$ cat config.mk
export PLATFORM = sky130hd
export DESIGN_NAME = uart_tx_fifo
export DESIGN_NICKNAME = d
export VERILOG_FILES = /design/src/rtl/uart_pkg.sv /design/src/rtl/uart_sync_fifo.sv /design/src/rtl/uart_tx_fifo.sv
export SDC_FILE = /design/constraint.sdc
export NUM_CORES = 1
export LEC_CHECK = 0
export CORE_UTILIZATION = 54
export DETAILED_ROUTE_END_ITERATION = 6
export PLACE_DENSITY = 0.76
export SETUP_SLACK_MARGIN = 0.15
export SYNTH_ARGS = -nofsm -noshare
export SYNTH_HDL_FRONTEND = slang
export SYNTH_SLANG_ARGS = --single-unit
$ cat constraint.sdc
create_clock -name i_clk -period 2.8 [get_ports i_clk]
set_input_delay 0.56 -clock i_clk [delete_from_list [all_inputs] [get_ports i_clk]]
set_output_delay 0.56 -clock i_clk [all_outputs]
set_load 0.01 [all_outputs]
$ cat src/rtl/uart_pkg.sv
// rtl/uart_pkg.sv - shared UART timing constants and transmit FSM state encoding
package uart_pkg;

  localparam int CLK_HZ     = 27_000_000;
  localparam int BAUD       = 115_200;
  localparam int BIT_DIV    = 234;
  localparam int FIFO_DEPTH = 16;

  typedef enum logic [1:0] {
    ST_IDLE   = 2'd0,
    ST_SETTLE = 2'd1,
    ST_DRAIN  = 2'd2
  } tx_state_t;

endpackage

$ cat src/rtl/uart_sync_fifo.sv
// rtl/uart_sync_fifo.sv - byte FIFO storage with count-based full/empty and overflow pulse
module uart_sync_fifo #(
  parameter int DEPTH = 16,
  parameter int AW    = 4
) (
  input  logic          i_clk,
  input  logic          i_rst,
  input  logic [7:0]    i_wr_data,
  input  logic          i_wr_en,
  input  logic          i_rd_en,
  output logic [7:0]    o_rd_data,
  output logic          o_full,
  output logic          o_empty,
  output logic [AW:0]   o_count,
  output logic          o_overflow,
  output logic          o_nonempty_next
);

  logic [7:0]    r_mem [DEPTH];
  logic [AW-1:0] r_wr_ptr;
  logic [AW-1:0] r_rd_ptr;
  logic [AW:0]   r_count;
  logic          r_full;
  logic          r_empty;
  logic          r_overflow;

  logic          w_push;
  logic          w_pop;
  logic [AW:0]   w_count_next;

  // Full is the registered flag, so a pop in the same cycle never rescues a push.
  assign w_push       = i_wr_en & ~r_full & ~i_rst;
  assign w_pop        = i_rd_en & ~r_empty & ~i_rst;
  assign w_count_next = r_count + (AW+1)'(w_push) - (AW+1)'(w_pop);

  assign o_rd_data       = r_mem[r_rd_ptr];
  assign o_full          = r_full;
  assign o_empty         = r_empty;
  assign o_count         = r_count;
  assign o_overflow      = r_overflow;
  assign o_nonempty_next = (w_count_next != '0);

  always_ff @(posedge i_clk) begin
    if (w_push) begin
      r_mem[r_wr_ptr] <= i_wr_data;
    end
  end

  always_ff @(posedge i_clk) begin
    if (i_rst) begin
      r_wr_ptr   <= '0;
      r_rd_ptr   <= '0;
      r_count    <= '0;
      r_full     <= 1'b0;
      r_empty    <= 1'b1;
      r_overflow <= 1'b0;
    end else begin
      if (w_push) r_wr_ptr <= r_wr_ptr + 1'b1;
      if (w_pop)  r_rd_ptr <= r_rd_ptr + 1'b1;
      r_count    <= w_count_next;
      r_full     <= (w_count_next == (AW+1)'(DEPTH));
      r_empty    <= (w_count_next == '0);
      r_overflow <= i_wr_en & r_full;
    end
  end

endmodule

$ cat src/rtl/uart_tx_fifo.sv
// rtl/uart_tx_fifo.sv - byte FIFO feeding a UART transmitter through a strobe/busy handshake
module uart_tx_fifo
  import uart_pkg::*;
#(
  parameter int DEPTH = FIFO_DEPTH,
  parameter int AW    = 4
) (
  input  logic          i_clk,
  input  logic          i_rst,
  input  logic [7:0]    i_wr_data,
  input  logic          i_wr_en,
  output logic          o_full,
  output logic          o_empty,
  output logic [AW:0]   o_count,
  output logic          o_overflow,
  output logic [7:0]    o_tx_data,
  output logic          o_tx_we,
  input  logic          i_tx_busy,
  output logic          o_active
);

  tx_state_t  r_state;
  logic       r_active;
  logic [7:0] w_rd_data;
  logic       w_nonempty_next;
  logic       w_pop;

  assign w_pop    = (r_state == ST_IDLE) & ~o_empty & ~i_tx_busy;
  assign o_active = r_active;

  uart_sync_fifo #(
    .DEPTH (DEPTH),
    .AW    (AW)
  ) u_fifo (
    .i_clk           (i_clk),
    .i_rst           (i_rst),
    .i_wr_data       (i_wr_data),
    .i_wr_en         (i_wr_en),
    .i_rd_en         (w_pop),
    .o_rd_data       (w_rd_data),
    .o_full          (o_full),
    .o_empty         (o_empty),
    .o_count         (o_count),
    .o_overflow      (o_overflow),
    .o_nonempty_next (w_nonempty_next)
  );

  // SETTLE covers the cycle before the transmitter raises busy, so busy is not trusted there.
  always_ff @(posedge i_clk) begin
    if (i_rst) begin
      r_state   <= ST_IDLE;
      o_tx_we   <= 1'b0;
      o_tx_data <= 8'h00;
      r_active  <= 1'b0;
    end else begin
      case (r_state)
        ST_IDLE: begin
          if (w_pop) begin
            r_state   <= ST_SETTLE;
            o_tx_data <= w_rd_data;
            o_tx_we   <= 1'b1;
            r_active  <= 1'b1;
          end else begin
            o_tx_we   <= 1'b0;
            r_active  <= w_nonempty_next;
          end
        end
        ST_SETTLE: begin
          r_state  <= ST_DRAIN;
          o_tx_we  <= 1'b0;
          r_active <= 1'b1;
        end
        ST_DRAIN: begin
          o_tx_we <= 1'b0;
          if (!i_tx_busy) begin
            r_state  <= ST_IDLE;
            r_active <= w_nonempty_next;
          end else begin
            r_active <= 1'b1;
          end
        end
        default: begin
          r_state  <= ST_IDLE;
          o_tx_we  <= 1'b0;
          r_active <= w_nonempty_next;
        end
      endcase
    end
  end

endmodule

==> flow_summary.toml <==
[outcome]
status = "finished clean"

[cells_and_area]
regArea_sq_um = 4410
fill_cells = 716
multi_input_area_sq_um = 1650
fin_cells = 549
final_layout_size_suffix_gt1_share_pct = 26.2
antenna_cells = 0
layout.nets = 419
area_growth_pct = 20.7

[clock_tree]
cts.sinks = 156
clkTransAtPathRegs_ns = 0.06
clk_path_buf_depth = 2
ctsHoldBuffers = 0
clock_latency_ns = 0.42
htree_num_levels = 4
root_buffer = "clkbuf_16"
cts_tree = "yes"
cts_buffers = 17

[logic_synthesis]
synth-simple-area-share_pct = 5.46
synth_cell_types = 29
yosys.area_share.xor_xnor_pct = 1.44
syn_inst = 333
synth.area.mux_share_pct = 14.8
syn_area_per_cell_sq_um = 18.3
seq_area_frac_synth_pct = 72.3
yosysWarningCount = 0
syn_nets = 356
synth_top_family_by_area = "multiplexers"
synth_compound_area_share_pct = 1.99
synth.ff_latch_count = 156
synth.cell_area_sq_um = 6090
synthAdderAreaFrac_pct = 2.38

[worst_setup_path]
critical_path_class = "reg2reg"
end_kind = "flip-flop"
crit_arrival_ns = 2.88
crit_required_ns = 3.14
start_kind = "flip-flop"
path_max_fanout = 4

[place]
post-dp-hpwl_mm = 7.19
gp_congestion = 0.801
io_buffers = 29
dp.cells = 515

[sta]
skew_ns = 0.00905
finalHoldViolCount = 0
period_share_pct = 90.6
tightest_slew_ns = 0.614
rsz0062_at_grt = "yes"
min_period_ns = 2.54
fmax_mhz = 394
slew-limit-headroom_pct = 59.0
finalSetupViolCount = 0
drv_slew = 0
fin_setup_tns_ns = 0

[global_routing]
grt_usage_pct = 22.6
grt_pass1_vias = 3230
use_met2_pct = 36.9
grt_antenna_before_repair = 0
grt-busiest-layer = "met2"
gr-usage-met1_pct = 29.0
grt_pass1_wl_mm = 18.2
grt_start_max_net_pins = 35
grt.overflow.total = 0
use_met3_pct = 5.67

[floorplan]
die_y_um = 108
rows = 38
dieArea_sq_um = 11700
start_util_pct = 55.7
pin_count = 30
die_x_um = 108
fp.coreArea_sq_um = 10900

[routing]
wl_per_cell_um = 21.6
dr.pass1.iters = 4
wirelength_mm = 11.8
drc = 0
vias = 3197
via_per_inst = 5.82
dr.first_iter.drc_count = 241
ant_nets = 0

[power_and_ir_drop]
pwr-share-clk_pct = 34.8
p_per_area_nw_per_um2 = 848
switching_share_pct = 25.3
p_comb_share_pct = 21.0
ir_drop_v = 0.000500
p_int_mw = 4.66
power_mw = 6.24
seqPwrFrac_pct = 44.2
power.switching_mw = 1.58
p_leak_nw = 2.42

[hold_path]
hp-class = "reg2reg"

[job]
drv_cap = 0
==> per-layer routing <==
layer	up-vias	part of all wire, %
met5	-	0
met4	0	2.6
met3	26	5.3
met2	99	51
met1	1637	41
li1	1435	-
==> kinds of logic (layout without fill, tap and decap cells) <==
group,count (synthesis),in the layout
flops,156,156
simple gates,65,65
mux,50,50
buf+inv,25,101
compound gates,16,16
fa+ha+maj,11,11
xor+xnor,10,10
==> final cells by class <==
type,count,area share [%]
Timing Repair Buffer,61,7.31
Multi-Input combinational cell,152,22.4
Clock buffer,19,5.88
Sequential cell,156,59.9
Inverter,8,0.408
Tap cell,140,2.38
Clock inverter,13,1.72
==> registers in the layout, summed over array words and instances, names as in the netlist <==
| signal | flops |
|---|---|
| o_active | 1 |
| o_tx_we | 1 |
| u_fifo.o_overflow | 1 |
| u_fifo.r_rd_ptr | 4 |
| u_fifo.o_count | 5 |
| o_tx_data | 8 |
| u_fifo.r_wr_ptr | 4 |
| u_fifo.r_mem | 128 |
| r_state | 2 |
| u_fifo.o_full | 1 |
| u_fifo.o_empty | 1 |
==> synthesized netlist by cell type <==
| cell | instances | share of area [%] |
|---|---|---|
| or4_4 | 1 | 0.18 |
| and3b_1 | 1 | 0.14 |
| ha_1 | 10 | 2.1 |
| mux4_2 | 32 | 12 |
| nor4_1 | 1 | 0.10 |
| nor3b_1 | 2 | 0.25 |
| mux2i_1 | 18 | 3.0 |
| buf_1 | 2 | 0.12 |
| clkbuf_1 | 9 | 0.55 |
| edfxtp_1 | 128 | 63 |
| nor2b_1 | 4 | 0.41 |
| xnor2_1 | 4 | 0.57 |
| a41oi_1 | 1 | 0.14 |
| a21o_1 | 3 | 0.37 |
| o221ai_1 | 8 | 1.1 |
| fa_1 | 1 | 0.33 |
| buf_2 | 6 | 0.49 |
| nor3_1 | 4 | 0.33 |
| dfxtp_1 | 28 | 9.2 |
| nand2_1 | 8 | 0.49 |
| nand4_1 | 2 | 0.21 |
| a21oi_1 | 4 | 0.33 |
| nand3b_1 | 10 | 1.2 |
| xor2_1 | 6 | 0.86 |
| nand2b_1 | 2 | 0.21 |
| or3_1 | 1 | 0.10 |
| nand3_1 | 1 | 0.082 |
| inv_1 | 8 | 0.49 |
| nor2_1 | 28 | 1.7 |
==> worst max-delay path, stage by stage, from the launching register on <==
cell and delay [ns]:
dfxtp_2 0.33, or4_4 0.52, nor2_2 0.10, ha_1 0.24, inv_2 0.07, ha_4 0.13
fa_2 0.45, nor2_4 0.11, nand3b_1 0.10, mux2i_2 0.23, nor3b_2 0.20
==> metrics by stage <==
stage	hold WS [ns]	setup WS [ns]	cell area, sq um	util [%]
6_report	0.513	0.262	7360	67.3
5_1_grt	0.557	0.139	7360	67.3
4_1_cts	0.516	0.154	7330	67.0
3_5_place_dp	0.491	-0.370	6740	61.6
3_3_place_gp	0.497	-0.322	6740	61.6
2_1_floorplan	0.494	0.0474	6110	-
==> worst paths after layout <==
check	slack [ns]	to	start	cells after the start
max	0.26	u_fifo.o_full	r_state[0]	10
min	0.51	o_tx_data[5]	o_tx_data[5]	2
max reg2reg	0.26	u_fifo.o_full	r_state[0]	10
min reg2reg	0.51	o_tx_data[5]	o_tx_data[5]	2
==> cells in the final DEF (no fill, tap or decap), drive strengths merged <==
master         count
edfxtp           128
mux4              32
buf               32
clkdlybuf4s50     28
nor2              28
dfxtp             28
clkbuf            20
mux2i             18
nand3b            10
ha                10
nand2              8
o221ai             8
inv                8
clkinv             8
xor2               6
nor3               4
nor2b              4
a21oi              4
xnor2              4
a21o               3
clkinvlp           3
nor3b              2
nand2b             2
nand4              2
bufinv             2
or4                1
nor4               1
or3                1
nand3              1
a41oi              1
and3b              1
fa                 1
==> power by group through the flow <==
stage	Clock (mW)	Sequential (mW)	Combinational (mW)
final	2.17	2.76	1.31
after CTS	2.20	2.76	1.28
after floorplan	0	2.79	0.747
after global placement	0	2.80	1.18
after global routing	2.30	2.78	1.44
after detailed placement	0	2.81	1.21
==> what timing repair did <==
item	4_1_cts	5_1_grt
endpoints found under the setup margin	3	3
pin swaps	5	5
buffers inserted	1	1
gates resized for setup	7	8
Note: power is estimated with default switching activity, not from simulation.
==> patch: new RTL, same flow settings <==
Register the output `o_count`, cleared by the reset; this adds one clock of latency there. The other outputs are not delayed to match.
--- a/src/rtl/uart_tx_fifo.sv
+++ b/src/rtl/uart_tx_fifo.sv
@@ -18,6 +18,8 @@
   input  logic          i_tx_busy,
   output logic          o_active
 );
+
+  logic [AW:0] o_count_d;
 
   tx_state_t  r_state;
   logic       r_active;
@@ -40,7 +42,7 @@
     .o_rd_data       (w_rd_data),
     .o_full          (o_full),
     .o_empty         (o_empty),
-    .o_count         (o_count),
+    .o_count         (o_count_d),
     .o_overflow      (o_overflow),
     .o_nonempty_next (w_nonempty_next)
   );
@@ -88,5 +90,13 @@
     end
   end
 
+  always_ff @(posedge i_clk) begin
+    if (i_rst) begin
+      o_count <= '0;
+    end else begin
+      o_count <= o_count_d;
+    end
+  end
+
 endmodule
 
Function: changed (a bounded check fails within 4 cycles, from zero or initial values and one cycle with i_rst high).
==> patch against the unedited design <==
  * Cell area is 1.7% higher
  * Sequential cell count up 5
  * Critical endpoint is now o_active$_SDFF_PP0_
  * Routed wire length rose by 0.39%
  * Clock skew shrank 0.0025 ns
  * Count of clock-buffer cells in the layout down 1
  * Worst setup slack worse by 0.10 ns
  * Global-route usage is 0.92 points lower
  * Power hardly changed
  * Clock power rose by 2%
  * Highest routed layer unchanged
  * Synthesized area grew 3.9%
==> patch: results (changes against the unedited design) <==
| Metric | Value |
|---|---|
| Status | `complete, no violations` |
| DP HPWL | `7077 um (-1.6%)` |
| Hold Crit Endpoint | `o_count[0]$_SDFF_PP0_` |
| R2R cell count | `10 (unchanged)` |
| Leak pwr | `2.509 nW (+3.7%)` |
| Sequential area share after synthesis | `71.16% (-1.1 points)` |
| Crit path from | `r_state[1]$_SDFFE_PP0P_` |
| Placed Instances | `524 (+1.7%)` |
| Net Sw Power | `0.001607 W (+1.6%)` |
| Port Buffers | `29 (unchanged)` |
| Cts bufs inserted | `17 (unchanged)` |
| CTS root buffer | `clkbuf_16` |
| Top post-synthesis cells by area | `edfxtp_1, dfxtp_1, mux4_2, mux4_1, mux2i_1` |
| P_comb | `0.00121 W (-8%)` |
| Iter 0 DRT Violations | `187 (-22%)` |
| Hold Path Stages | `2 (unchanged)` |
| Global-route wire length before repair | `17830 um (-2.2%)` |
| Delay-heaviest family, CP | `simple AND/OR/NAND/NOR gates` |
| Gr usage total | `21.70% (-0.92 points)` |
| Via/cell ratio | `5.828 (about the same)` |
| P_clk | `0.00222 W (+2%)` |
| Hold Path Class | `reg -> reg` |
| VDD IR max | `0.0008635 V (+73%)` |
| Syn Nets | `367 (+3.1%)` |
| Post-Place Setup Slack | `-0.4070 ns (-0.03722 ns)` |
| Clk_skew | `0.006559 ns (-0.002488 ns)` |
| Largest registers | `u_fifo.r_mem (128), o_tx_data (8)` |
| Slew at the pin closest to its max-slew limit | `0.5521 ns (-0.06158 ns)` |
| Hold Startpoint | `u_fifo.o_count[0]$_SDFF_PP0_` |
| EDFF count, synth | `128 (unchanged)` |
| CP max stage cell | `or4_4` |
| Share of post-route cells with drive strength above 1 | `23.61% (-2.5 points)` |
| WHS | `0.4507 ns (-0.06193 ns)` |
| Initial antenna violation count | `0 (unchanged)` |
| CP Max Fanout | `3 (-1)` |
| Pwr/cell area | `834.5 nW/um^2 (-1.6%)` |
| Worst EP arrival | `2.92 ns (+0.04 ns)` |
| Cell count after synthesis | `344 (+3.3%)` |
| DR vias | `3252 (+1.7%)` |
| GP Congestion | `0.7696 (-3.9%)` |
| Synth cell types | `37 (+28%)` |
| H-tree Lvls | `4 (unchanged)` |
| Cell area after placement | `6868 um^2 (+2.0%)` |
| Slowest stage delay, CP | `0.54 ns (+0.02 ns)` |
| Skew-Pair Late Insertion Delay | `0.42 ns (about the same)` |
| Worst setup path end | `o_active$_SDFF_PP0_` |
| Synth cell count leaders | `edfxtp_1, dfxtp_1, nor2_1, mux4_2, mux2i_1` |
| Largest net degree at the start of global routing | `35 (unchanged)` |
| Period utilization | `94.22% (+3.6 points)` |
| Drt first pass iters | `4 (unchanged)` |
| Ys flop type | `edfxtp_1` |
| Post-DR wirelength/cell | `21.30 um (-1.2%)` |
| Fin nets | `426 (+1.7%)` |
| Worst reg2reg setup slack | `0.16 ns (-0.10 ns)` |
## patch: kinds of logic after synthesis
family,synth area share [%]
AND/OR/NAND/NOR,4.823
multiplexers,14.65
XOR/XNOR,1.384
buffers and inverters,2.728
AO/OA/AOI/OAI,2.965
flip-flops,71.16
adder cells (fa/ha/maj),2.293
## patch: what timing repair did
action,4_1_cts,5_1_grt
resized for setup,3,5
pin swaps,1,3
endpoints found under the setup margin,3,2
buffers inserted,0,3
hold buffers,0,0
## patch: layout make-up
cell class | instances | area [um^2]
Timing Repair Buffer | 58 | 506.7
Clock buffer | 18 | 429.2
Sequential cell | 161 | 4507
Clock inverter | 13 | 140.1
Inverter | 8 | 30.03
Fill cell | 745 | 3934
Multi-Input combinational cell | 157 | 1693
Tap cell | 143 | 178.9
## patch: metal layers
layer  vias to the layer above  track usage, %  share of wire (%)
met1                      1655           26.40                 41
met4                         0           8.271                2.1
met5                         -               0                  0
li1                       1458               -                  -
met3                        24           9.347                7.4
met2                       115           34.43                 50
